[src/rtl/instr_fetch.sv]
// Instruction fetch stage: one-outstanding-request fetcher feeding a 2-entry
// {instr, pc} buffer toward decode, with redirect flush and stale-ack discard.
module instr_fetch #(
  parameter logic [31:0] RESET_PC = 32'h0000_0000
) (
  input  logic        clk,
  input  logic        rst_n,
  output logic        imem_req,
  output logic [31:0] imem_addr,
  input  logic        imem_ack,
  input  logic [31:0] imem_rdata,
  output logic        instr_valid,
  output logic [31:0] instr,
  output logic [31:0] instr_pc,
  input  logic        instr_ready,
  input  logic        redirect,
  input  logic [31:0] redirect_pc
);
  typedef enum logic [1:0] {IDLE, REQ, FLUSH} state_t;

  state_t      r_state;
  state_t      w_state_nxt;
  logic        r_started;
  logic        r_imem_req;
  logic [31:0] r_imem_addr;
  logic [31:0] r_fetch_pc;
  logic [31:0] w_fetch_pc_nxt;
  logic [31:0] w_redirect_pc;
  logic [63:0] r_fifo [2];
  logic        r_wr_ptr;
  logic        r_rd_ptr;
  logic [1:0]  r_count;
  logic [1:0]  w_count_nxt;
  logic        w_push;
  logic        w_pop;
  logic        w_load_addr;

  assign w_redirect_pc = {redirect_pc[31:2], 2'b00};
  assign w_push        = (r_state == REQ) & imem_ack & ~redirect;
  assign w_pop         = (r_count != 2'd0) & instr_ready;

  always_comb begin
    w_count_nxt = r_count + {1'b0, w_push} - {1'b0, w_pop};
    if (redirect) w_count_nxt = 2'd0;
  end

  // fetch_pc always equals imem_addr while in REQ, so +4 advances past the acked word
  always_comb begin
    w_state_nxt    = r_state;
    w_fetch_pc_nxt = r_fetch_pc;
    w_load_addr    = 1'b0;
    if (redirect) w_fetch_pc_nxt = w_redirect_pc;
    case (r_state)
      IDLE: begin
        if (r_started && (r_count != 2'd2) && !redirect) begin
          w_state_nxt = REQ;
          w_load_addr = 1'b1;
        end
      end
      REQ: begin
        if (imem_ack) begin
          if (!redirect) w_fetch_pc_nxt = r_fetch_pc + 32'd4;
          if (w_count_nxt != 2'd2) begin
            w_state_nxt = REQ;
            w_load_addr = 1'b1;
          end else begin
            w_state_nxt = IDLE;
          end
        end else if (redirect) begin
          w_state_nxt = FLUSH;
        end
      end
      FLUSH: begin
        if (imem_ack) begin
          w_state_nxt = REQ;
          w_load_addr = 1'b1;
        end
      end
      default: w_state_nxt = IDLE;
    endcase
  end

  // r_started delays the first request by one cycle after reset release
  always_ff @(posedge clk) begin
    if (!rst_n) begin
      r_state     <= IDLE;
      r_started   <= 1'b0;
      r_fetch_pc  <= RESET_PC;
      r_imem_req  <= 1'b0;
      r_imem_addr <= RESET_PC;
      r_count     <= 2'd0;
      r_wr_ptr    <= 1'b0;
      r_rd_ptr    <= 1'b0;
    end else begin
      r_state    <= w_state_nxt;
      r_started  <= 1'b1;
      r_fetch_pc <= w_fetch_pc_nxt;
      r_imem_req <= (w_state_nxt != IDLE);
      if (w_load_addr) r_imem_addr <= w_fetch_pc_nxt;
      r_count <= w_count_nxt;
      if (redirect) begin
        r_wr_ptr <= 1'b0;
        r_rd_ptr <= 1'b0;
      end else begin
        if (w_push) r_wr_ptr <= ~r_wr_ptr;
        if (w_pop)  r_rd_ptr <= ~r_rd_ptr;
      end
    end
  end

  always_ff @(posedge clk) begin
    if (w_push) r_fifo[r_wr_ptr] <= {imem_rdata, r_imem_addr};
  end

  assign imem_req            = r_imem_req;
  assign imem_addr           = r_imem_addr;
  assign instr_valid         = (r_count != 2'd0);
  assign {instr, instr_pc}   = r_fifo[r_rd_ptr];
endmodule

[config.mk]
export PLATFORM = sky130hd
export DESIGN_NAME = instr_fetch
export DESIGN_NICKNAME = d
export VERILOG_FILES = /design/src/rtl/instr_fetch.sv
export SDC_FILE = /design/constraint.sdc
export NUM_CORES = 1
export LEC_CHECK = 0
export ABC_AREA = 1
export ABC_CLOCK_PERIOD_IN_PS = 14300
export CORE_ASPECT_RATIO = 1.75
export CORE_MARGIN = 2
export CORE_UTILIZATION = 35
export DETAILED_ROUTE_END_ITERATION = 12
export HOLD_SLACK_MARGIN = 0.12
export SLEW_MARGIN = 40
export SYNTH_ARGS = -nofsm -noshare
export SYNTH_HDL_FRONTEND = slang
export SYNTH_SLANG_ARGS = --single-unit
[constraint.sdc]
create_clock -name clk -period 14.3 [get_ports clk]
set_input_delay 4.29 -clock clk [delete_from_list [all_inputs] [get_ports clk]]
set_output_delay 4.29 -clock clk [all_outputs]
set_load 0.01 [all_outputs]
=== Yosys cells after proc, flatten, opt, wreduce, memory -nomap -nowiden ===
Memory sizes are Yosys's and may differ from the RTL's. A register that Yosys moved wholly into a read port is not among the register bits.
Cells that the tools add are included.
Widths: inputs -> output; s select.

* Equality and inequality tests: 4
* Muxes and demuxes: 21
* Reductions and logical operators: 7
* Add/sub/neg operators: 3
* Bitwise operators: 7

{| class="wikitable"
|+ Operators with widths
! kind !! number
|-
| $mux 32 || 4
|-
| $add 32x3->32 const B || 1
|-
| $mux 1 || 10
|-
| $mux 2 || 5
|-
| $pmux 2 s3 || 1
|-
| $ne 2x2->1 const B || 2
|-
| $not 1->1 || 4
|-
| $reduce_bool 2->1 || 2
|-
| $and 1x1->1 || 3
|-
| $pmux 1 s3 || 1
|-
| $add 2x1->2 || 1
|-
| $eq 2x1->1 const B || 1
|-
| $eq 2x2->1 const B || 1
|-
| $logic_and 1x1->1 || 2
|-
| $logic_not 2->1 || 1
|-
| $reduce_or 2->1 || 1
|-
| $sub 2x1->2 || 1
|-
| $logic_not 1->1 || 1
|}

* Bits in writable memories: 128
* Register bits: 72
* Memories kept: 1
* Word-level logic and storage cells: 51

{| class="wikitable"
|+ Memories
! memory !! words !! bits a word !! read ports !! clocked after memory_dff !! wr ports !! RTL line !! text
|-
| r_fifo || 2 || 64 || 1 || 1 || 1 || 29 || <nowiki>logic [63:0] r_fifo [2];</nowiki>
|}

=== Logic depth before layout (Yosys ltp) ===
Gate-level depths: netlist of run 1.

* Depth in word-level cells: 11
* Gate-level depth with buffers: 16
* Depth with buffers taken out: 15

=== Worst setup path after synthesis of run 1 ===
Ideal clock, no wire load.

* Kind: in2reg
* Start point: in imem_ack
* End point: mem r_fifo[1][0], enable pin
* Slack: 6.523 ns
* Path buffers: 0
* Data arrival time: 7.289 ns
* Setup time: 0.488 ns
* Stages on the path: 4
* Cell sequence: inv_2 -> nor2_4 -> nand2_4 -> nor2_1

* Word-level cells in the longest chain between the ends: 4

{| class="wikitable"
|+ RTL lines
! what !! RTL line !! text
|-
| start, declared || 10 || <nowiki>input logic imem_ack,</nowiki>
|-
| $and 1x1->1 (2 in a row) || 39 || <nowiki>assign w_push = (r_state == REQ) & imem_ack & ~redirect;</nowiki>
|-
| $mux 1 || 112 || <nowiki>if (w_push) r_fifo[r_wr_ptr] <= {imem_rdata, r_imem_addr};</nowiki>
|-
| $mux 1 (implied by the code) || 112 ||
|-
| end, declared || 29 ||
|}

Every way passes these cells.

=== Worst setup path after layout of run 1 ===
* Start point: in redirect
* End point: reg r_imem_addr[13] (netlist: imem_addr[13])

* Word-level cells in the longest chain between the ends: 9
* Elaborated cells on any way between the ends: 16

{| class="wikitable"
|+ RTL lines
! what !! RTL line !! text
|-
| start, declared || 16 || <nowiki>input logic redirect,</nowiki>
|-
| $not 1->1 || 39 ||
|-
| $and 1x1->1 || 39 ||
|-
| $add 2x1->2 || 43 || <nowiki>w_count_nxt = r_count + {1'b0, w_push} - {1'b0, w_pop};</nowiki>
|-
| $sub 2x1->2 || 43 ||
|-
| $mux 2 || 44 || <nowiki>if (redirect) w_count_nxt = 2'd0;</nowiki>
|-
| $ne 2x2->1 || 63 || <nowiki>if (w_count_nxt != 2'd2) begin</nowiki>
|-
| $mux 1 || 63 ||
|-
| $mux 1 || 61 || <nowiki>if (imem_ack) begin</nowiki>
|-
| $pmux 1 s3 || 53 || <nowiki>case (r_state)</nowiki>
|-
| end signal, assigned || 99 || <nowiki>if (w_load_addr) r_imem_addr <= w_fetch_pc_nxt;</nowiki>
|-
| end, declared || 25 || <nowiki>logic [31:0] r_imem_addr;</nowiki>
|}

Several ways; a longest one is shown, not always the timed one.
A chain may end at the register's enable or synchronous reset.

==> impl_results.html, run 1 <==
<table>
<tr><th>Metric</th><th>Value</th></tr>
<tr><th colspan="2">Status</th></tr>
<tr><td>Run status</td><td>complete, no violations</td></tr>
<tr><th colspan="2">Drt</th></tr>
<tr><td>Iteration-0 DRC count of the detailed router</td><td>311</td></tr>
<tr><td>Top sig layer</td><td>met4</td></tr>
<tr><td>Post-detailed-route wirelength per cell</td><td>15.60 um</td></tr>
<tr><td>Routed length on met3</td><td>roughly 850 um</td></tr>
<tr><td>Mean number of vias per cell</td><td>4.632</td></tr>
<tr><td>DR WL met2</td><td>approximately 11000 um</td></tr>
<tr><td>Total number of vias</td><td>5716</td></tr>
<tr><td>Wire length on met1</td><td>7097 um</td></tr>
<tr><td>DRC violations left</td><td>0</td></tr>
<tr><td>Sum of routed wire length over all layers</td><td>roughly 19000 um</td></tr>
<tr><td>Post-route antenna net violation count</td><td>0</td></tr>
<tr><td>Detailed Routing Iterations Pass 1</td><td>4</td></tr>
<tr><th colspan="2">CTS</th></tr>
<tr><td>Post-CTS setup-driven buffer insertion count</td><td>0</td></tr>
<tr><td>Maximum level of the CTS H-tree</td><td>1</td></tr>
<tr><td>Clk_lat worst skew</td><td>500 ps</td></tr>
<tr><td>Clock transition at path regs</td><td>60 ps</td></tr>
<tr><td>Cell chosen for the clock root</td><td>sky130_fd_sc_hd__clkbuf_16</td></tr>
<tr><td># resized after CTS</td><td>0</td></tr>
<tr><td>Maximum clock path buffer count</td><td>3</td></tr>
<tr><td>CTS tree</td><td>built</td></tr>
<tr><td>Clock sinks</td><td>201</td></tr>
<tr><td>Num CTS Buffers</td><td>20</td></tr>
<tr><td>CTS Hold Bufs</td><td>0</td></tr>
<tr><th colspan="2">Hold path</th></tr>
<tr><td>Kind of path behind the tightest hold check</td><td>reg2reg</td></tr>
<tr><td>Worst min-delay path startpoint</td><td>r_fetch_pc[0]</td></tr>
<tr><th colspan="2">Timing</th></tr>
<tr><td>Final-report setup violation count</td><td>0</td></tr>
<tr><td>Period Utilization, post-route</td><td>49.82%</td></tr>
<tr><td>Post-route worst setup slack</td><td>7176 ps</td></tr>
<tr><td>Total negative slack</td><td>0 ps</td></tr>
<tr><td>Number of slew-limit violations in the final report</td><td>0</td></tr>
<tr><td>Max frequency</td><td>around 140 MHz</td></tr>
<tr><td>Final min period</td><td>around 7100 ps</td></tr>
<tr><td>WHS</td><td>436.8 ps</td></tr>
<tr><td>Setup repair after global routing missed its margin</td><td>false</td></tr>
<tr><td>Relative slew slack</td><td>52.18%</td></tr>
<tr><td>Worst-Margin Slew</td><td>between 700 and 800 ps</td></tr>
<tr><td>Max Clock Skew</td><td>12.57 ps</td></tr>
<tr><td>Final hold vios</td><td>0</td></tr>
<tr><th colspan="2">Floorplan</th></tr>
<tr><td>Number of ports placed on the die boundary</td><td>about 170</td></tr>
<tr><td>Starting utilization of the core area</td><td>35.55%</td></tr>
<tr><td>Horizontal die dimension</td><td>~120 um</td></tr>
<tr><td>Core ar.</td><td>0.02324 mm2</td></tr>
<tr><td>Die ar.</td><td>between 0.02 and 0.025 mm2</td></tr>
<tr><td>Standard-cell row count</td><td>74</td></tr>
<tr><td>Height of the die</td><td>207.2 um</td></tr>
<tr><th colspan="2">Setup path</th></tr>
<tr><td>Beginning of the critical path</td><td>redirect</td></tr>
<tr><td>Setup CP Type</td><td>in2reg</td></tr>
<tr><td>Crit path cell chain</td><td>clkdlybuf4s50_1 -&gt; buf_4 -&gt; inv_2 -&gt; nand2_4 -&gt; ha_1 -&gt; inv_1 -&gt; ha_1 -&gt; nand3_1 -&gt; nand4_2 -&gt; nand2_4 -&gt; a21oi_2 -&gt; nand3_1 -&gt; nand2_1</td></tr>
<tr><td>Required time of the critical path</td><td>14730 ps</td></tr>
<tr><td>Critical path launch point type</td><td>input port</td></tr>
<tr><td>Type of destination of the critical path</td><td>flip-flop</td></tr>
<tr><td>Critical path buffer and inverter count</td><td>4</td></tr>
<tr><td>CP max-delay cell</td><td>sky130_fd_sc_hd__a21oi_2</td></tr>
<tr><td>Worst reg2reg startpoint</td><td>r_state[1]</td></tr>
<tr><td>Worst Path Max Fanout</td><td>40</td></tr>
<tr><td>Worst path top cell family by delay</td><td>buffers and inverters</td></tr>
<tr><td>Largest stage delay on the critical path</td><td>560 ps</td></tr>
<tr><td>Arrival time of the worst setup path</td><td>7560 ps</td></tr>
<tr><th colspan="2">Power</th></tr>
<tr><td>NetSw</td><td>277.1 uW</td></tr>
<tr><td>Total power</td><td>1.257 mW</td></tr>
<tr><td>Sequential cell fraction of total power</td><td>between 50 and 60%</td></tr>
<tr><td>Part of the power in the clock network</td><td>between 40% and 50%</td></tr>
<tr><td>Part of the total power dissipated in combinational logic</td><td>7.2%</td></tr>
<tr><td>Power per Cell Area</td><td>115.4 mW/mm2</td></tr>
<tr><td>Worst ir drop on vdd</td><td>0.00007805 V</td></tr>
<tr><td>Total internal power</td><td>979.8 uW</td></tr>
<tr><td>Net switching fraction of the power</td><td>22.05%</td></tr>
<tr><td>Static leakage</td><td>roughly 4 nW</td></tr>
<tr><th colspan="2">Run</th></tr>
<tr><td>Reported max-cap violation count</td><td>0</td></tr>
<tr><th colspan="2">Layout</th></tr>
<tr><td>Final Instance Area</td><td>0.01090 mm2</td></tr>
<tr><td>Commonest non-fill, non-tap cells in the layout</td><td>sky130_fd_sc_hd__nand2_1 (184), sky130_fd_sc_hd__clkdlybuf4s50_1 (164), sky130_fd_sc_hd__edfxtp_1 (128)</td></tr>
<tr><td>Antenna cells</td><td>0</td></tr>
<tr><td>Synthesis-to-layout area growth</td><td>31.88%</td></tr>
<tr><td>Area occupied by multi-input gates</td><td>0.002591 mm2</td></tr>
<tr><td>Final core utilization</td><td>46.88%</td></tr>
<tr><td>FF+latch area</td><td>0.005309 mm2</td></tr>
<tr><td>Fraction of final layout cells with drive strength greater than 1</td><td>14.73%</td></tr>
<tr><td>Layout fillers</td><td>2182</td></tr>
<tr><td>Final std cells w/o fill</td><td>1234</td></tr>
<tr><td>Net total in the final layout</td><td>~1000</td></tr>
<tr><td>Most frequent standard cell in the layout excluding fill and tap cells</td><td>sky130_fd_sc_hd__nand2_1</td></tr>
<tr><th colspan="2">Synthesis</th></tr>
<tr><td>Area leader, netlist</td><td>sky130_fd_sc_hd__edfxtp_1</td></tr>
<tr><td>Yosys warns</td><td>0</td></tr>
<tr><td>Flops &amp; latches, synth</td><td>about 200</td></tr>
<tr><td>Biggest area contributors in the synthesized netlist</td><td>sky130_fd_sc_hd__edfxtp_1 (47%), sky130_fd_sc_hd__dfxtp_1 (18%), sky130_fd_sc_hd__mux2_2 (8.7%)</td></tr>
<tr><td>Netlist area before placement</td><td>0.008262 mm2</td></tr>
<tr><td>Post-synthesis instance total</td><td>roughly 750</td></tr>
<tr><td>Syn avg cell area</td><td>11.05 um2</td></tr>
<tr><td>Part of the Yosys area used for sequential elements</td><td>64.21%</td></tr>
<tr><td>Top cell type's share of synthesized area</td><td>a little under half</td></tr>
<tr><td>Post-Synthesis Net Count</td><td>820</td></tr>
<tr><td>Number of library cell types mapped by synthesis</td><td>39</td></tr>
<tr><th colspan="2">GRT</th></tr>
<tr><td>Via count of the first global-routing pass</td><td>roughly 5700</td></tr>
<tr><td>All-Layer GR Usage</td><td>about 15%</td></tr>
<tr><td>Largest net degree at the start of global routing</td><td>65</td></tr>
<tr><td>Global route total overflow</td><td>0</td></tr>
<tr><td>First-pass GRT wire length</td><td>30170 um</td></tr>
<tr><td>Antenna violations before repair</td><td>0</td></tr>
<tr><th colspan="2">Placement</th></tr>
<tr><td>Post-DP HPWL</td><td>13110 um</td></tr>
<tr><td>Dpl ws</td><td>about 6600 ps</td></tr>
<tr><td>Inst Count DP</td><td>1198</td></tr>
<tr><td>Global placement routability congestion</td><td>0.8485</td></tr>
<tr><td>IO buf count</td><td>164</td></tr>
<tr><td>Post-place instance area</td><td>0.01024 mm2</td></tr>
</table>
worst reg2reg max path, cell delays in order (launching register included):
cell and delay (ps):
sky130_fd_sc_hd__dfxtp_1 360, sky130_fd_sc_hd__inv_2 70, sky130_fd_sc_hd__nand2_2 50, sky130_fd_sc_hd__nor2_4 460
sky130_fd_sc_hd__nand2_4 270, sky130_fd_sc_hd__ha_1 360, sky130_fd_sc_hd__inv_1 40, sky130_fd_sc_hd__ha_1 260
sky130_fd_sc_hd__inv_1 60, sky130_fd_sc_hd__nand4_2 130, sky130_fd_sc_hd__nand2_4 80, sky130_fd_sc_hd__a21oi_2 560
sky130_fd_sc_hd__nand3_1 230, sky130_fd_sc_hd__nand2_1 100
sequential cells by signal, indices dropped and copies added (netlist names), named ones only:
name and cells:
r_fifo 128, imem_req 1, r_fetch_pc 32, r_rd_ptr 1, r_count 2, imem_addr 32, r_wr_ptr 1, r_started 1
r_state 2
metal layers:
metal / up-vias / global-route usage [%]
li1: 2870 / -
met1: 2697 / 16.45
met2: 121 / 29.96
met3: 28 / 2.170
met4: 0 / 5.558
met5: - / 0
cell families (layout without fill, tap and decap cells):
family | count (synthesis) | after routing | synth area share [%]
mux | 66 | 66 | 8.966
fa+ha+maj | 3 | 3 | 0.4544
simple gates | 321 | 321 | 17.14
xor+xnor | 2 | 2 | 0.2121
buf+inv | 87 | 269 | 4.604
flops | 201 | 201 | 64.21
compound gates | 68 | 68 | 4.407
power groups by stage:
stage / sequential [mW] / combinational (mW) / clock, mW
2_1_floorplan: 0.657 / 0.0416 / 0
3_3_place_gp: 0.657 / 0.0905 / 0
3_5_place_dp: 0.657 / 0.0918 / 0
4_1_cts: 0.645 / 0.0922 / 0.540
5_1_grt: 0.646 / 0.101 / 0.564
6_report: 0.645 / 0.0906 / 0.521
Yosys cell counts, drive strengths merged:
cell type and n:
o21a 1, nand4 14, mux2i 2, dfxtp 73, o21ai 51, nand2 195, and2 1, xnor2 1
nand3 28, inv 63, clkbuf 5, mux2 64, or2 3, edfxtp 128, a31o 1, a31oi 1
a22oi 1, a21oi 12, nor2 72, nor3b 1, nor3 7, ha 3, a211oi 1, xor2 1
buf 19
cell type report:
type | count | area share, %
Sequential cell | 201 | 48.73
Timing Repair Buffer | 170 | 15.78
Clock inverter | 6 | 0.4019
Multi-Input combinational cell | 460 | 23.78
Inverter | 63 | 2.170
Tap cell | 304 | 3.491
Clock buffer | 30 | 5.650
final timing paths:
| path | slack (ps) | cells after the start | to |
|---|---|---|---|
| min | 440 | 2 | r_fetch_pc[0] |
| max | 7180 | 13 | imem_addr[13] |
| min reg2reg | 440 | 2 | r_fetch_pc[0] |
| max reg2reg | 11220 | 13 | imem_addr[13] |
Power figures use the tool's default switching activity.
==> inputs of run 2 (changes only) <==
- ABC_CLOCK_PERIOD_IN_PS: 14300 -> 6450
- clock period: 14.3 -> 6.45 ns (I/O delays scaled with it)
==> run 2 against run 1 <==
  * Power up 120%
  * Final cell count up 0.16%
  * First-iteration DRC count up 13%
  * Clock power up 130%
  * Largest cell class unchanged
==> impl_results.html, run 2 (synthesized netlist as in run 1, its figures left out) <==
<table>
<tr><th>Metric</th><th>Value</th></tr>
<tr><th colspan="2">Timing</th></tr>
<tr><td>Max Clock Skew</td><td>13.62 ps (was 12.57 ps)</td></tr>
<tr><td>Max frequency</td><td>between 200 and 250 MHz</td></tr>
<tr><td>Worst-Margin Slew</td><td>688.7 ps (was 716.3 ps)</td></tr>
<tr><td>Number of slew-limit violations in the final report</td><td>0 (unchanged)</td></tr>
<tr><td>Final-report setup violation count</td><td>0 (unchanged)</td></tr>
<tr><td>Post-route worst setup slack</td><td>1986 ps (was 7176 ps)</td></tr>
<tr><td>Total negative slack</td><td>0 ps (unchanged)</td></tr>
<tr><td>Relative slew slack</td><td>54.02% (was 52.18%)</td></tr>
<tr><td>Final hold vios</td><td>0 (unchanged)</td></tr>
<tr><td>WHS</td><td>441.0 ps (was 436.8 ps)</td></tr>
<tr><td>Final min period</td><td>4464 ps</td></tr>
<tr><td>Period Utilization, post-route</td><td>69.21%</td></tr>
<tr><td>Setup repair after global routing missed its margin</td><td>false (unchanged)</td></tr>
<tr><th colspan="2">Setup path</th></tr>
<tr><td>Arrival time of the worst setup path</td><td>4890 ps (was 7560 ps)</td></tr>
<tr><td>Required time of the critical path</td><td>6880 ps (was 14730 ps)</td></tr>
<tr><td>Critical path launch point type</td><td>input port (unchanged)</td></tr>
<tr><td>Crit path cell chain</td><td>clkdlybuf4s50_1 -&gt; inv_2 -&gt; nor2_4 -&gt; buf_4 -&gt; nand2_4 -&gt; ha_1 -&gt; inv_1 -&gt; ha_1 -&gt; inv_1 -&gt; nand4_2 -&gt; nand2_4 -&gt; a21oi_2 -&gt; nand3_1 -&gt; nand2_1 (was clkdlybuf4s50_1 -&gt; buf_4 -&gt; inv_2 -&gt; nand2_4 -&gt; ha_1 -&gt; inv_1 -&gt; ha_1 -&gt; nand3_1 -&gt; nand4_2 -&gt; nand2_4 -&gt; a21oi_2 -&gt; nand3_1 -&gt; nand2_1)</td></tr>
<tr><td>Critical path buffer and inverter count</td><td>5 (was 4)</td></tr>
<tr><td>CP max-delay cell</td><td>sky130_fd_sc_hd__clkdlybuf4s50_1 (was sky130_fd_sc_hd__a21oi_2)</td></tr>
<tr><td>Worst Path Max Fanout</td><td>20 (was 40)</td></tr>
<tr><td>Type of destination of the critical path</td><td>flip-flop (unchanged)</td></tr>
<tr><td>Largest stage delay on the critical path</td><td>560 ps (about the same)</td></tr>
<tr><td>Setup CP Type</td><td>in2reg (unchanged)</td></tr>
<tr><td>Worst path top cell family by delay</td><td>buffers and inverters (unchanged)</td></tr>
<tr><th colspan="2">CTS</th></tr>
<tr><td>Clk_lat worst skew</td><td>490 ps (was 500 ps)</td></tr>
<tr><td># resized after CTS</td><td>0 (unchanged)</td></tr>
<tr><td>CTS Hold Bufs</td><td>0 (unchanged)</td></tr>
<tr><td>Clock transition at path regs</td><td>60 ps (about the same)</td></tr>
<tr><td>Clock sinks</td><td>201 (unchanged)</td></tr>
<tr><td>Cell chosen for the clock root</td><td>sky130_fd_sc_hd__clkbuf_16 (unchanged)</td></tr>
<tr><td>Post-CTS setup-driven buffer insertion count</td><td>0 (unchanged)</td></tr>
<tr><td>CTS tree</td><td>built (unchanged)</td></tr>
<tr><td>Maximum clock path buffer count</td><td>3 (unchanged)</td></tr>
<tr><td>Maximum level of the CTS H-tree</td><td>1 (unchanged)</td></tr>
<tr><td>Num CTS Buffers</td><td>20 (unchanged)</td></tr>
<tr><th colspan="2">GRT</th></tr>
<tr><td>Via count of the first global-routing pass</td><td>5746 (was 5654)</td></tr>
<tr><td>Met2 usage</td><td>29.70% (was 29.96%)</td></tr>
<tr><td>Met1 capacity usage during global routing</td><td>16.72% (was 16.45%)</td></tr>
<tr><td>Global routing's busiest layer</td><td>met2 (unchanged)</td></tr>
<tr><td>Antenna violations before repair</td><td>1 (was 0)</td></tr>
<tr><td>Grt met3 use</td><td>2.198% (was 2.170%)</td></tr>
<tr><td>Global route total overflow</td><td>0 (unchanged)</td></tr>
<tr><td>First-pass GRT wire length</td><td>30300 um (was 30170 um)</td></tr>
<tr><td>All-Layer GR Usage</td><td>15.40% (was 15.41%)</td></tr>
<tr><td>Largest net degree at the start of global routing</td><td>65 (unchanged)</td></tr>
<tr><th colspan="2">Power</th></tr>
<tr><td>Static leakage</td><td>4.018 nW (was 3.998 nW)</td></tr>
<tr><td>Power per Cell Area</td><td>257.5 mW/mm2 (was 115.4 mW/mm2)</td></tr>
<tr><td>Total power</td><td>2.818 mW (was 1.257 mW)</td></tr>
<tr><td>Worst ir drop on vdd</td><td>0.0001501 V (was 0.00007805 V)</td></tr>
<tr><th colspan="2">Layout</th></tr>
<tr><td>Synthesis-to-layout area growth</td><td>32.49% (was 31.88%)</td></tr>
<tr><td>Commonest non-fill, non-tap cells in the layout</td><td>sky130_fd_sc_hd__nand2_1 (184), sky130_fd_sc_hd__clkdlybuf4s50_1 (164), sky130_fd_sc_hd__edfxtp_1 (128) (unchanged)</td></tr>
<tr><td>Fraction of final layout cells with drive strength greater than 1</td><td>14.93% (was 14.73%)</td></tr>
<tr><td>Largest register FFs</td><td>128 (unchanged)</td></tr>
<tr><td>Final core utilization</td><td>47.10% (was 46.88%)</td></tr>
<tr><td>Net total in the final layout</td><td>989 (was 988)</td></tr>
<tr><td>Final Instance Area</td><td>0.01095 mm2 (was 0.01090 mm2)</td></tr>
<tr><td>Final std cells w/o fill</td><td>1236 (was 1234)</td></tr>
<tr><td>Most frequent standard cell in the layout excluding fill and tap cells</td><td>sky130_fd_sc_hd__nand2_1 (unchanged)</td></tr>
<tr><td>Largest register by flop count</td><td>r_fifo (unchanged)</td></tr>
<tr><td>Layout fillers</td><td>2142 (was 2182)</td></tr>
<tr><th colspan="2">Floorplan</th></tr>
<tr><td>Standard-cell row count</td><td>74 (unchanged)</td></tr>
<tr><td>Core ar.</td><td>0.02324 mm2 (unchanged)</td></tr>
<tr><td>Horizontal die dimension</td><td>120.1 um (unchanged)</td></tr>
<tr><td>Number of ports placed on the die boundary</td><td>167 (unchanged)</td></tr>
<tr><td>Die ar.</td><td>0.02490 mm2 (unchanged)</td></tr>
<tr><td>Height of the die</td><td>207.2 um (unchanged)</td></tr>
<tr><td>Starting utilization of the core area</td><td>35.55% (unchanged)</td></tr>
<tr><th colspan="2">Drt</th></tr>
<tr><td>DRC violations left</td><td>0 (unchanged)</td></tr>
<tr><td>Total number of vias</td><td>5687 (was 5716)</td></tr>
<tr><td>Detailed Routing Iterations Pass 1</td><td>4 (unchanged)</td></tr>
<tr><td>Sum of routed wire length over all layers</td><td>19070 um (was 19250 um)</td></tr>
<tr><td>Mean number of vias per cell</td><td>4.601 (was 4.632)</td></tr>
<tr><td>Iteration-0 DRC count of the detailed router</td><td>350 (was 311)</td></tr>
<tr><td>Post-route antenna net violation count</td><td>0 (unchanged)</td></tr>
<tr><td>Post-detailed-route wirelength per cell</td><td>15.42 um (was 15.60 um)</td></tr>
<tr><th colspan="2">Placement</th></tr>
<tr><td>Post-place instance area</td><td>0.01026 mm2 (was 0.01024 mm2)</td></tr>
<tr><td>Dpl ws</td><td>1460 ps (was 6626 ps)</td></tr>
<tr><td>IO buf count</td><td>164 (unchanged)</td></tr>
<tr><td>Post-DP HPWL</td><td>13420 um (was 13110 um)</td></tr>
<tr><td>Global placement routability congestion</td><td>0.8422 (was 0.8485)</td></tr>
<tr><td>Inst Count DP</td><td>1199 (was 1198)</td></tr>
<tr><th colspan="2">Status</th></tr>
<tr><td>Run status</td><td>complete, no violations (unchanged)</td></tr>
<tr><th colspan="2">Run</th></tr>
<tr><td>Reported max-cap violation count</td><td>0 (unchanged)</td></tr>
<tr><th colspan="2">Hold path</th></tr>
<tr><td>Kind of path behind the tightest hold check</td><td>reg2reg (unchanged)</td></tr>
</table>
[run 2: cell count changes in the layout (fill, tap and decap cells not counted), moves of 2 or more]
cell,previous run,this run
sky130_fd_sc_hd__buf_12,2,4
sky130_fd_sc_hd__buf_6,2,0
sky130_fd_sc_hd__bufinv_16,0,2
sky130_fd_sc_hd__clkbuf_16,23,21
sky130_fd_sc_hd__clkbuf_8,1,3
[run 2: worst paths after layout]
check	start	endpoint	slack, ps	cells past startpoint
max	imem_ack	imem_addr[13]	1990	14
min	r_fetch_pc[0]	r_fetch_pc[0]	440	2
max reg2reg	r_state[1]	imem_addr[13]	3610	14
min reg2reg	r_fetch_pc[0]	r_fetch_pc[0]	440	2
[run 2: cell type report]
class / instances / area [um2] / share of cell area [%]
inverter: 63 / 236.5 / 2.160
multi-input combinational: 460 / 2591 / 23.67
sequential: 201 / 5309 / 48.50
tap: 304 / 380.4 / 3.475
antenna: 1 / 2.502 / 0.02286
clock buffer: 29 / 589.3 / 5.384
timing repair buffer: 171 / 1744 / 15.94
clock inverter: 7 / 92.59 / 0.8459
[run 2: report_power, final]
group / switching [mW] / leakage (nW) / internal [mW]
Combinational: 0.0991 / 1.93 / 0.103
Sequential: 0.0288 / 1.75 / 1.40
Clock: 0.469 / 0.338 / 0.718
Total: 0.597 / 4.02 / 2.22
[run 2: per-layer routing]
metal  vias to the layer above  part of all wire [%]
li1                       2876                     -
met1                      2662                    38
met2                       119                    55
met3                        30                   3.9
met4                         0                   2.7
met5                         -                     0
[run 2: worst min-delay path, cell delays in order (launching register included)]
cell and delay, ps:
sky130_fd_sc_hd__dfxtp_1 310, sky130_fd_sc_hd__nand2_1 60, sky130_fd_sc_hd__nor2_1 30
==> inputs of run 3 (changes only) <==
- ABC_CLOCK_PERIOD_IN_PS: 6450 -> 4300
- clock period: 6.45 -> 4.3 ns (I/O delays scaled with it)
==> run 3 against run 2 <==
  * Global-route usage increased by 0.36 points
  * First-iteration DRC count decreased by 26%
  * Sequential cell count unchanged
  * Final cell count increased by 0.32%
  * Count of clock-buffer cells in the layout decreased by 1
  * Critical endpoint is now instr_pc[31]
  * Register-to-register slack got worse by 1900 ps
  * Critical path depth decreased by 11
  * Hold slack got worse by 20 ps
==> impl_results.html, run 3 (synthesized netlist as in run 1, its figures left out) <==
<table>
<tr><th>Metric</th><th>Value</th></tr>
<tr><th colspan="2">Drt</th></tr>
<tr><td>Total number of vias</td><td>5797 (was 5687)</td></tr>
<tr><td>DR WL met2</td><td>11050 um (was 10500 um)</td></tr>
<tr><td>Post-detailed-route wirelength per cell</td><td>15.94 um (was 15.42 um)</td></tr>
<tr><td>Mean number of vias per cell</td><td>4.675 (was 4.601)</td></tr>
<tr><td>Detailed Routing Iterations Pass 1</td><td>4 (unchanged)</td></tr>
<tr><td>DRC violations left</td><td>0 (unchanged)</td></tr>
<tr><td>Post-route antenna net violation count</td><td>0 (unchanged)</td></tr>
<tr><td>Top sig layer</td><td>met4 (unchanged)</td></tr>
<tr><td>Routed length on met3</td><td>813 um (was 750 um)</td></tr>
<tr><td>Sum of routed wire length over all layers</td><td>19770 um (was 19070 um)</td></tr>
<tr><td>Iteration-0 DRC count of the detailed router</td><td>260 (was 350)</td></tr>
<tr><td>Wire length on met1</td><td>7289 um (was 7305 um)</td></tr>
<tr><th colspan="2">Setup path</th></tr>
<tr><td>Worst path top cell family by delay</td><td>buffers and inverters (unchanged)</td></tr>
<tr><td>Critical path launch point type</td><td>flip-flop (was input port)</td></tr>
<tr><td>Stages on worst setup path</td><td>3 (was 14)</td></tr>
<tr><td>Critical path buffer and inverter count</td><td>2 (was 5)</td></tr>
<tr><td>CP max-delay cell</td><td>sky130_fd_sc_hd__dfxtp_4 (was sky130_fd_sc_hd__clkdlybuf4s50_1)</td></tr>
<tr><td>Capturing point of the worst reg2reg path</td><td>imem_addr[13] (unchanged)</td></tr>
<tr><td>R2R cell count</td><td>13 (was 14)</td></tr>
<tr><td>Crit path cell chain</td><td>buf_12 -&gt; mux2_2 -&gt; clkdlybuf4s50_1 (was clkdlybuf4s50_1 -&gt; inv_2 -&gt; nor2_4 -&gt; buf_4 -&gt; nand2_4 -&gt; ha_1 -&gt; inv_1 -&gt; ha_1 -&gt; inv_1 -&gt; nand4_2 -&gt; nand2_4 -&gt; a21oi_2 -&gt; nand3_1 -&gt; nand2_1)</td></tr>
<tr><td>Setup CP Type</td><td>reg2out (was in2reg)</td></tr>
<tr><td>Reg-to-reg setup timing slack</td><td>1730 ps (was 3610 ps)</td></tr>
<tr><td>Type of destination of the critical path</td><td>primary output (was flip-flop)</td></tr>
<tr><td>Worst reg2reg startpoint</td><td>r_state[1] (unchanged)</td></tr>
<tr><td>Arrival time of the worst setup path</td><td>2340 ps (was 4890 ps)</td></tr>
<tr><td>Required time of the critical path</td><td>3010 ps (was 6880 ps)</td></tr>
<tr><td>Largest stage delay on the critical path</td><td>600 ps (was 560 ps)</td></tr>
<tr><td>Worst Path Max Fanout</td><td>42 (was 20)</td></tr>
<tr><th colspan="2">Layout</th></tr>
<tr><td>Area occupied by multi-input gates</td><td>0.002591 mm2 (unchanged)</td></tr>
<tr><td>Antenna cells</td><td>0 (was 1)</td></tr>
<tr><td>Largest register by flop count</td><td>r_fifo (unchanged)</td></tr>
<tr><td>Most frequent standard cell in the layout excluding fill and tap cells</td><td>sky130_fd_sc_hd__nand2_1 (unchanged)</td></tr>
<tr><td>Layout fillers</td><td>2162 (was 2142)</td></tr>
<tr><td>FF+latch area</td><td>0.005309 mm2 (unchanged)</td></tr>
<tr><td>Fraction of final layout cells with drive strength greater than 1</td><td>14.85% (was 14.93%)</td></tr>
<tr><td>Largest register FFs</td><td>128 (unchanged)</td></tr>
<tr><td>Commonest non-fill, non-tap cells in the layout</td><td>sky130_fd_sc_hd__nand2_1 (184), sky130_fd_sc_hd__clkdlybuf4s50_1 (164), sky130_fd_sc_hd__edfxtp_1 (128) (unchanged)</td></tr>
<tr><td>Net total in the final layout</td><td>994 (was 989)</td></tr>
<tr><td>Synthesis-to-layout area growth</td><td>32.15% (was 32.49%)</td></tr>
<tr><th colspan="2">Timing</th></tr>
<tr><td>WHS</td><td>421.2 ps (was 441.0 ps)</td></tr>
<tr><td>Max Clock Skew</td><td>19.53 ps (was 13.62 ps)</td></tr>
<tr><td>Max frequency</td><td>275.2 MHz</td></tr>
<tr><td>Final-report setup violation count</td><td>0 (unchanged)</td></tr>
<tr><td>Post-route worst setup slack</td><td>666.7 ps (was 1986 ps)</td></tr>
<tr><td>Worst-Margin Slew</td><td>723.6 ps (was 688.7 ps)</td></tr>
<tr><td>Total negative slack</td><td>0 ps (unchanged)</td></tr>
<tr><td>Final hold vios</td><td>0 (unchanged)</td></tr>
<tr><td>Setup repair after global routing missed its margin</td><td>false (unchanged)</td></tr>
<tr><td>Relative slew slack</td><td>51.69% (was 54.02%)</td></tr>
<tr><td>Period Utilization, post-route</td><td>84.50%</td></tr>
<tr><td>Number of slew-limit violations in the final report</td><td>0 (unchanged)</td></tr>
<tr><td>Final min period</td><td>3633 ps</td></tr>
<tr><th colspan="2">Placement</th></tr>
<tr><td>IO buf count</td><td>164 (unchanged)</td></tr>
<tr><td>Global placement routability congestion</td><td>0.8448 (was 0.8422)</td></tr>
<tr><td>Dpl ws</td><td>263.4 ps (was 1460 ps)</td></tr>
<tr><td>Post-DP HPWL</td><td>13880 um (was 13420 um)</td></tr>
<tr><th colspan="2">Floorplan</th></tr>
<tr><td>Die ar.</td><td>0.02490 mm2 (unchanged)</td></tr>
<tr><td>Number of ports placed on the die boundary</td><td>167 (unchanged)</td></tr>
<tr><td>Horizontal die dimension</td><td>120.1 um (unchanged)</td></tr>
<tr><td>Core ar.</td><td>0.02324 mm2 (unchanged)</td></tr>
<tr><td>Standard-cell row count</td><td>74 (unchanged)</td></tr>
<tr><td>Height of the die</td><td>207.2 um (unchanged)</td></tr>
<tr><td>Starting utilization of the core area</td><td>35.55% (unchanged)</td></tr>
<tr><th colspan="2">GRT</th></tr>
<tr><td>Antenna violations before repair</td><td>0 (was 1)</td></tr>
<tr><td>Global route total overflow</td><td>0 (unchanged)</td></tr>
<tr><td>First-pass GRT wire length</td><td>30570 um (was 30300 um)</td></tr>
<tr><td>Largest net degree at the start of global routing</td><td>66 (was 65)</td></tr>
<tr><td>All-Layer GR Usage</td><td>15.76% (was 15.40%)</td></tr>
<tr><td>Via count of the first global-routing pass</td><td>5769 (was 5746)</td></tr>
<tr><th colspan="2">CTS</th></tr>
<tr><td>Maximum level of the CTS H-tree</td><td>1 (unchanged)</td></tr>
<tr><td>Num CTS Buffers</td><td>20 (unchanged)</td></tr>
<tr><td>Clock sinks</td><td>201 (unchanged)</td></tr>
<tr><td># resized after CTS</td><td>0 (unchanged)</td></tr>
<tr><td>CTS tree</td><td>built (unchanged)</td></tr>
<tr><td>Post-CTS setup-driven buffer insertion count</td><td>0 (unchanged)</td></tr>
<tr><td>Maximum clock path buffer count</td><td>3 (unchanged)</td></tr>
<tr><td>Clock transition at path regs</td><td>70 ps (was 60 ps)</td></tr>
<tr><td>Cell chosen for the clock root</td><td>sky130_fd_sc_hd__clkbuf_16 (unchanged)</td></tr>
<tr><td>CTS Hold Bufs</td><td>0 (unchanged)</td></tr>
<tr><td>Clk_lat worst skew</td><td>510 ps (was 490 ps)</td></tr>
<tr><th colspan="2">Status</th></tr>
<tr><td>Run status</td><td>complete, no violations (unchanged)</td></tr>
<tr><th colspan="2">Hold path</th></tr>
<tr><td>Hold Path Stages</td><td>1 (was 2)</td></tr>
<tr><td>Kind of path behind the tightest hold check</td><td>reg2reg (unchanged)</td></tr>
<tr><td>Worst min-delay path startpoint</td><td>r_rd_ptr (was r_fetch_pc[0])</td></tr>
<tr><th colspan="2">Power</th></tr>
<tr><td>Static leakage</td><td>4.005 nW (was 4.018 nW)</td></tr>
<tr><td>Power per Cell Area</td><td>374.7 mW/mm2 (was 257.5 mW/mm2)</td></tr>
<tr><td>Worst ir drop on vdd</td><td>0.0002642 V (was 0.0001501 V)</td></tr>
<tr><th colspan="2">Run</th></tr>
<tr><td>Reported max-cap violation count</td><td>0 (unchanged)</td></tr>
</table>
-- run 3: report_power, final --
part	internal [mW]	total [mW]	switching (mW)
clock network	0.918	1.64	0.720
logic	0.157	0.308	0.151
registers	2.10	2.14	0.0433
-- run 3: cell type report --
cell class / instances / share of cell area (%)
clock buffers: 28 / 5.146
clock inverters: 8 / 0.4126
inverters: 63 / 2.166
multi-input cells: 460 / 23.73
flip-flops and latches: 201 / 48.62
well taps: 304 / 3.484
repair buffers: 176 / 16.43
-- run 3: per-stage QoR --
step | utilization, % | cell area [um2] | total power [mW] | instances
5_1_grt | 46.98 | 10920 | 4.259 | 1240
2_1_floorplan | - | 8267 | 2.323 | 748
6_report | 46.98 | 10920 | 4.091 | 1240
4_1_cts | 46.98 | 10920 | 4.148 | 1240
3_3_place_gp | 44.37 | 10310 | 2.493 | 1204
3_5_place_dp | 44.37 | 10310 | 2.499 | 1204
-- run 3: how the worst max path moves through the flow --
stage              start            end
3_3_place_gp    imem_ack  imem_addr[13]
5_1_grt        flip-flop   instr_pc[31]
3_5_place_dp    imem_ack  imem_addr[13]
2_1_floorplan   imem_ack   r_fifo[1][0]
4_1_cts        flip-flop   instr_pc[31]
6_report       flip-flop   instr_pc[31]
-- run 3: layer usage --
layer | vias to the layer above | GRT usage, %
li1 | 2881 | -
met1 | 2744 | 16.62
met2 | 135 | 30.47
met3 | 37 | 2.363
met4 | 0 | 6.288
met5 | - | 0
-- run 3: worst reg2reg max path: stages (launching register included) --
cell and delay (ps):
sky130_fd_sc_hd__dfxtp_1 360, sky130_fd_sc_hd__inv_2 70, sky130_fd_sc_hd__nand2_2 50, sky130_fd_sc_hd__nor2_4 110, sky130_fd_sc_hd__nand2_4 150, sky130_fd_sc_hd__ha_1 330
sky130_fd_sc_hd__inv_1 50, sky130_fd_sc_hd__ha_1 160, sky130_fd_sc_hd__nand3_1 120, sky130_fd_sc_hd__nand4_2 150, sky130_fd_sc_hd__nand2_4 70, sky130_fd_sc_hd__a21oi_2 550
sky130_fd_sc_hd__nand3_1 240, sky130_fd_sc_hd__nand2_1 100
==> edit 1 (config.mk and constraints of run 2) <==
Encoding of `state_t`: now one-hot (3 bits for 3 states).
--- a/src/rtl/instr_fetch.sv
+++ b/src/rtl/instr_fetch.sv
@@ -17,5 +17,5 @@
   input  logic [31:0] redirect_pc
 );
-  typedef enum logic [1:0] {IDLE, REQ, FLUSH} state_t;
+  typedef enum logic [2:0] {IDLE = 3'b001, REQ = 3'b010, FLUSH = 3'b100} state_t;
 
   state_t      r_state;
Function: no difference found for any inputs over 4 cycles, from zero or initial values and one cycle with rst_n low; so few cycles prove little.
==> edit 1 against run 2 <==
  * Register-to-register slack lost 0.35 ns
  * Area after synthesis grew 1.3%
  * Largest power group unchanged
  * Total power shrank 2.6%
  * Count of clock-buffer cells in the layout shrank 2
  * Routed wire length grew 9.0%
  * Clock skew grew 0.0025 ns
  * Maximum frequency shrank 4.9%
  * Setup slack lost 0.23 ns
  * Sequential cell count grew 1
  * Non-clock buffer count grew 2
  * Cell area grew 0.72%
  * Via count grew 4.6%
==> edit 1: results (changes against run 2) <==
Status
  – Run status: completed

Route
  – Initial drt markers: 316 (-9.7%)
  – Routed via count: 5951 (+4.6%)

Yosys
  – Post-synthesis area per instance: 10.72 µm² (-2.9%)
  – Unique cell type count in the Yosys netlist: 35 (-10%)
  – Sequential fraction of the synthesis area: 63.61% (-0.61 points)
  – Ranking of synthesized cells by area: sky130_fd_sc_hd__edfxtp_1 46%, sky130_fd_sc_hd__dfxtp_1 18%, sky130_fd_sc_hd__mux2_2 8.6%
  – Commonest cells post-synth: 179 x sky130_fd_sc_hd__nand2_1, 128 x sky130_fd_sc_hd__edfxtp_1, 76 x sky130_fd_sc_hd__nor2_1
  – Number of nets in the synthesized netlist: 853 (+4.0%)

Finish
  – Net total in the final layout: 1022 (+3.3%)
  – Fraction of final layout cells with drive strength greater than 1: 13.51% (-1.4 points)

Placed design
  – Minimum setup slack after placement: 1.208 ns (-0.2513 ns)
  – Weighted congestion reported at the end of routability-driven placement: 0.8920 (+5.9%)
  – Post-placement cell count: 1232 (+2.8%)
  – Total placed instance area: 10370 µm² (+1.1%)

STA
  – Layout Skew: 0.01610 ns (+0.002475 ns)
  – Least-Margin Pin Slew: 0.5674 ns (-0.1213 ns)

Power
  – VDD IR max: 0.1238 mV (-18%)

Clock network
  – Number of buffers inserted during clock tree synthesis: 19 (-5.0%)

Global route
  – Pin count of the biggest net entering global routing: 51 (-22%)
  – GRT Overall Usage: 16.49% (+1.1 points)
  – Vias in the first global route: 6097 (+6.1%)
  – Initial antenna violation count: 0 (-1)
  – Global-route wire length before repair: 32200 µm (+6.3%)

Worst setup path
  – Data arrival time at the worst-slack endpoint: 5.11 ns (+0.22 ns)
## edit 1: cell types whose count changed in the layout (fill, tap and decap cells not counted), moves of 4 or more
cell,run 2,this run
sky130_fd_sc_hd__a21oi_1,11,29
sky130_fd_sc_hd__o21ai_1,21,4
sky130_fd_sc_hd__nand2_1,184,179
sky130_fd_sc_hd__nor2_2,2,6
sky130_fd_sc_hd__nand3b_1,0,5
sky130_fd_sc_hd__nand3_1,27,45
sky130_fd_sc_hd__nand2_2,7,2
sky130_fd_sc_hd__inv_1,57,66
sky130_fd_sc_hd__nand2_4,4,0
sky130_fd_sc_hd__nor2_1,63,74
## edit 1: per-layer routing
metal / vias to the layer above / routed length, µm / GRT usage, %
li1: 2978 / - / -
met1: 2822 / 7724 / 17.80
met2: 116 / 11630 / 32.02
met3: 35 / 885 / 2.402
met4: 0 / 537 / 5.333
met5: - / 0 / 0
## edit 1: cell families (layout without fill, tap and decap cells)
family / after synthesis / after routing / synth area share [%]
compound gates: 66 / 66 / 4.304
xor+xnor: 3 / 3 / 0.3139
fa+ha+maj: 3 / 3 / 0.4484
buf+inv: 96 / 277 / 4.693
flops: 202 / 202 / 63.61
mux: 65 / 65 / 8.728
simple gates: 346 / 346 / 17.90
## edit 1: power breakdown
| part | switching (mW) | total, mW | internal (mW) |
|---|---|---|---|
| registers | 0.0284 | 1.43 | 1.40 |
| logic | 0.0923 | 0.186 | 0.0941 |
| clock network | 0.459 | 1.13 | 0.668 |
| total | 0.579 | 2.74 | 2.17 |
## edit 1: critical path: stages
cell	delay, ns
sky130_fd_sc_hd__clkdlybuf4s50_1	0.71
sky130_fd_sc_hd__nand3_2	0.37
sky130_fd_sc_hd__ha_1	0.41
sky130_fd_sc_hd__inv_1	0.04
sky130_fd_sc_hd__ha_1	0.26
sky130_fd_sc_hd__inv_1	0.07
sky130_fd_sc_hd__nand4_1	0.16
sky130_fd_sc_hd__nand2_1	0.18
sky130_fd_sc_hd__nand2_2	0.31
sky130_fd_sc_hd__inv_2	0.32
sky130_fd_sc_hd__nand2_2	0.16
sky130_fd_sc_hd__a21oi_1	0.17
## edit 1: final timing paths
kind / cells after the start / slack, ns / startpoint / to
worst max-delay path: 12 / 1.75 / imem_ack / imem_addr[30]$_SDFFE_PN0P_
worst min-delay path: 1 / 0.45 / r_rd_ptr$_SDFFE_PP0P_ / flop
worst max register to register: 13 / 3.26 / r_state[1]$_SDFF_PN0_ / imem_addr[30]$_SDFFE_PN0P_
worst min register to register: 1 / 0.45 / r_rd_ptr$_SDFFE_PP0P_ / flop
## edit 1: cell type report
cell class | instances | area (µm²)
inverters | 71 | 266.5
well taps | 304 | 380.4
multi-input cells | 483 | 2669
clock inverters | 6 | 80.08
clock buffers | 27 | 545.5
repair buffers | 173 | 1754
flip-flops and latches | 202 | 5329
fillers | 2206 | 12400
==> edit 2 (settings of run 2) <==
Without the edit above. Reset style: asynchronous (`rst_n`), changed in one clocked block.
--- a/src/rtl/instr_fetch.sv
+++ b/src/rtl/instr_fetch.sv
@@ -82,5 +82,5 @@
 
   // r_started delays the first request by one cycle after reset release
-  always_ff @(posedge clk) begin
+  always_ff @(posedge clk or negedge rst_n) begin
     if (!rst_n) begin
       r_state     <= IDLE;
Function: differs if rst_n is asserted again (counterexample within 4 cycles, from zero or initial values and one cycle with rst_n low); with rst_n held inactive, the same outputs for 4 cycles.
==> edit 2 against run 2 <==
  * Maximum frequency shrank 7.5%
  * Cell area grew 0.15%
  * Highest routed layer unchanged
  * Critical path depth decreased by 2
  * Sequential cell count down 1
  * Setup slack lost 0.36 ns
  * Synthesized cell count grew 11%
  * Routed wire length is 6.2% higher
  * Area after synthesis up 2.1%
Power is not compared: it rests on default switching activity, and its combinational part moved more than twofold at a synthesized area within 25%.
==> edit 2: results (changes against run 2) <==
Yosys
  – Unique cell type count in the Yosys netlist: 40 (+2.6%)
  – Sequential fraction of the synthesis area: 66.94% (+2.7 points)
  – Area share of xor/xnor cells in the synthesized design: 0.7270% (+0.51 points)
  – Ranking of synthesized cells by area: sky130_fd_sc_hd__edfxtp_1 46%, sky130_fd_sc_hd__dfrtp_1 21%, sky130_fd_sc_hd__nand2_1 17%

Finish
  – Net total in the final layout: 1067 (+7.9%)
  – Seq. cell area: 5647 µm² (+6.4%)
  – Post-Layout Inst Area: 10960 µm² (+0.15%)
  – Clock distribution area overhead in the final layout: 5.068% (-1.2 points)
  – Multi-input combinational cell area: 2441 µm² (-5.8%)
  – Number of standard cells in the final layout excluding fillers: 1317 (+6.6%)

Placed design
  – Total placed instance area: 10400 µm² (+1.4%)
  – Weighted congestion reported at the end of routability-driven placement: 0.9269 (+10%)
  – Detailed placement HPWL: 13910 µm (+3.7%)

STA
  – Least-Margin Pin Slew: 0.7321 ns (+0.04338 ns)

Status
  – Run status: completed

Clock network
  – Maximum number of buffers from clock root to sink: 2 (-1)
  – Clk slew on worst S/H paths: 0.08 ns (+0.02 ns)
  – Clock sink count: 200 (-0.50%)
  – Latest clock arrival within the worst-skew pair: 0.44 ns (-0.05 ns)
  – H-tree depth reported by CTS: 4 (+3)

Worst setup path
  – Maximum cell stage delay along the critical path: 0.74 ns (+0.18 ns)
  – Highest net fanout along the worst path: 39 (+95%)
  – Worst r2r path cells: 12 (-2)

Global route
  – GRT Overall Usage: 16.44% (+1.0 points)

Route
  – Initial drt markers: 359 (+2.6%)
  – DRT Wirelength: 20250 µm (+6.2%)
[edit 2: cell count changes in the layout (fill, tap and decap cells not counted), moves of 4 or more]
cell / run 2 / this run
sky130_fd_sc_hd__buf_12: 4 / 0
sky130_fd_sc_hd__dfrtp_1: 0 / 71
sky130_fd_sc_hd__dfxtp_1: 72 / 0
sky130_fd_sc_hd__mux2_2: 64 / 0
sky130_fd_sc_hd__nand2_1: 184 / 376
sky130_fd_sc_hd__nand3_1: 27 / 32
sky130_fd_sc_hd__nand3b_1: 0 / 5
sky130_fd_sc_hd__nor2_1: 63 / 32
sky130_fd_sc_hd__nor3_1: 7 / 3
sky130_fd_sc_hd__o21ai_0: 28 / 16
sky130_fd_sc_hd__o21ai_1: 21 / 7
sky130_fd_sc_hd__xor2_1: 1 / 5
[edit 2: worst paths after layout]
| check | startpoint | endpoint | slack [ns] |
|---|---|---|---|
| worst min register to register | r_fetch_pc[1]$_DFF_PN0_ | r_fetch_pc[1]$_DFF_PN0_ | 0.49 |
| worst min-delay path | r_fetch_pc[1]$_DFF_PN0_ | r_fetch_pc[1]$_DFF_PN0_ | 0.49 |
| max in group asynchronous | rst_n | r_rd_ptr$_DFFE_PN0P_ | 4.45 |
| worst max-delay path | redirect | imem_addr[5]$_DFFE_PN0P_ | 1.63 |
| min in group asynchronous | rst_n | imem_addr[8]$_DFFE_PN0P_ | 1.48 |
| worst max register to register | r_state[0]$_DFF_PN0_ | imem_addr[5]$_DFFE_PN0P_ | 3.50 |
[edit 2: layer usage]
layer,share of wire [%],vias up,track usage [%]
li1,-,3027,-
met1,38,2796,17.65
met2,55,130,30.40
met3,3.5,34,2.989
met4,2.9,0,8.046
met5,0,-,0
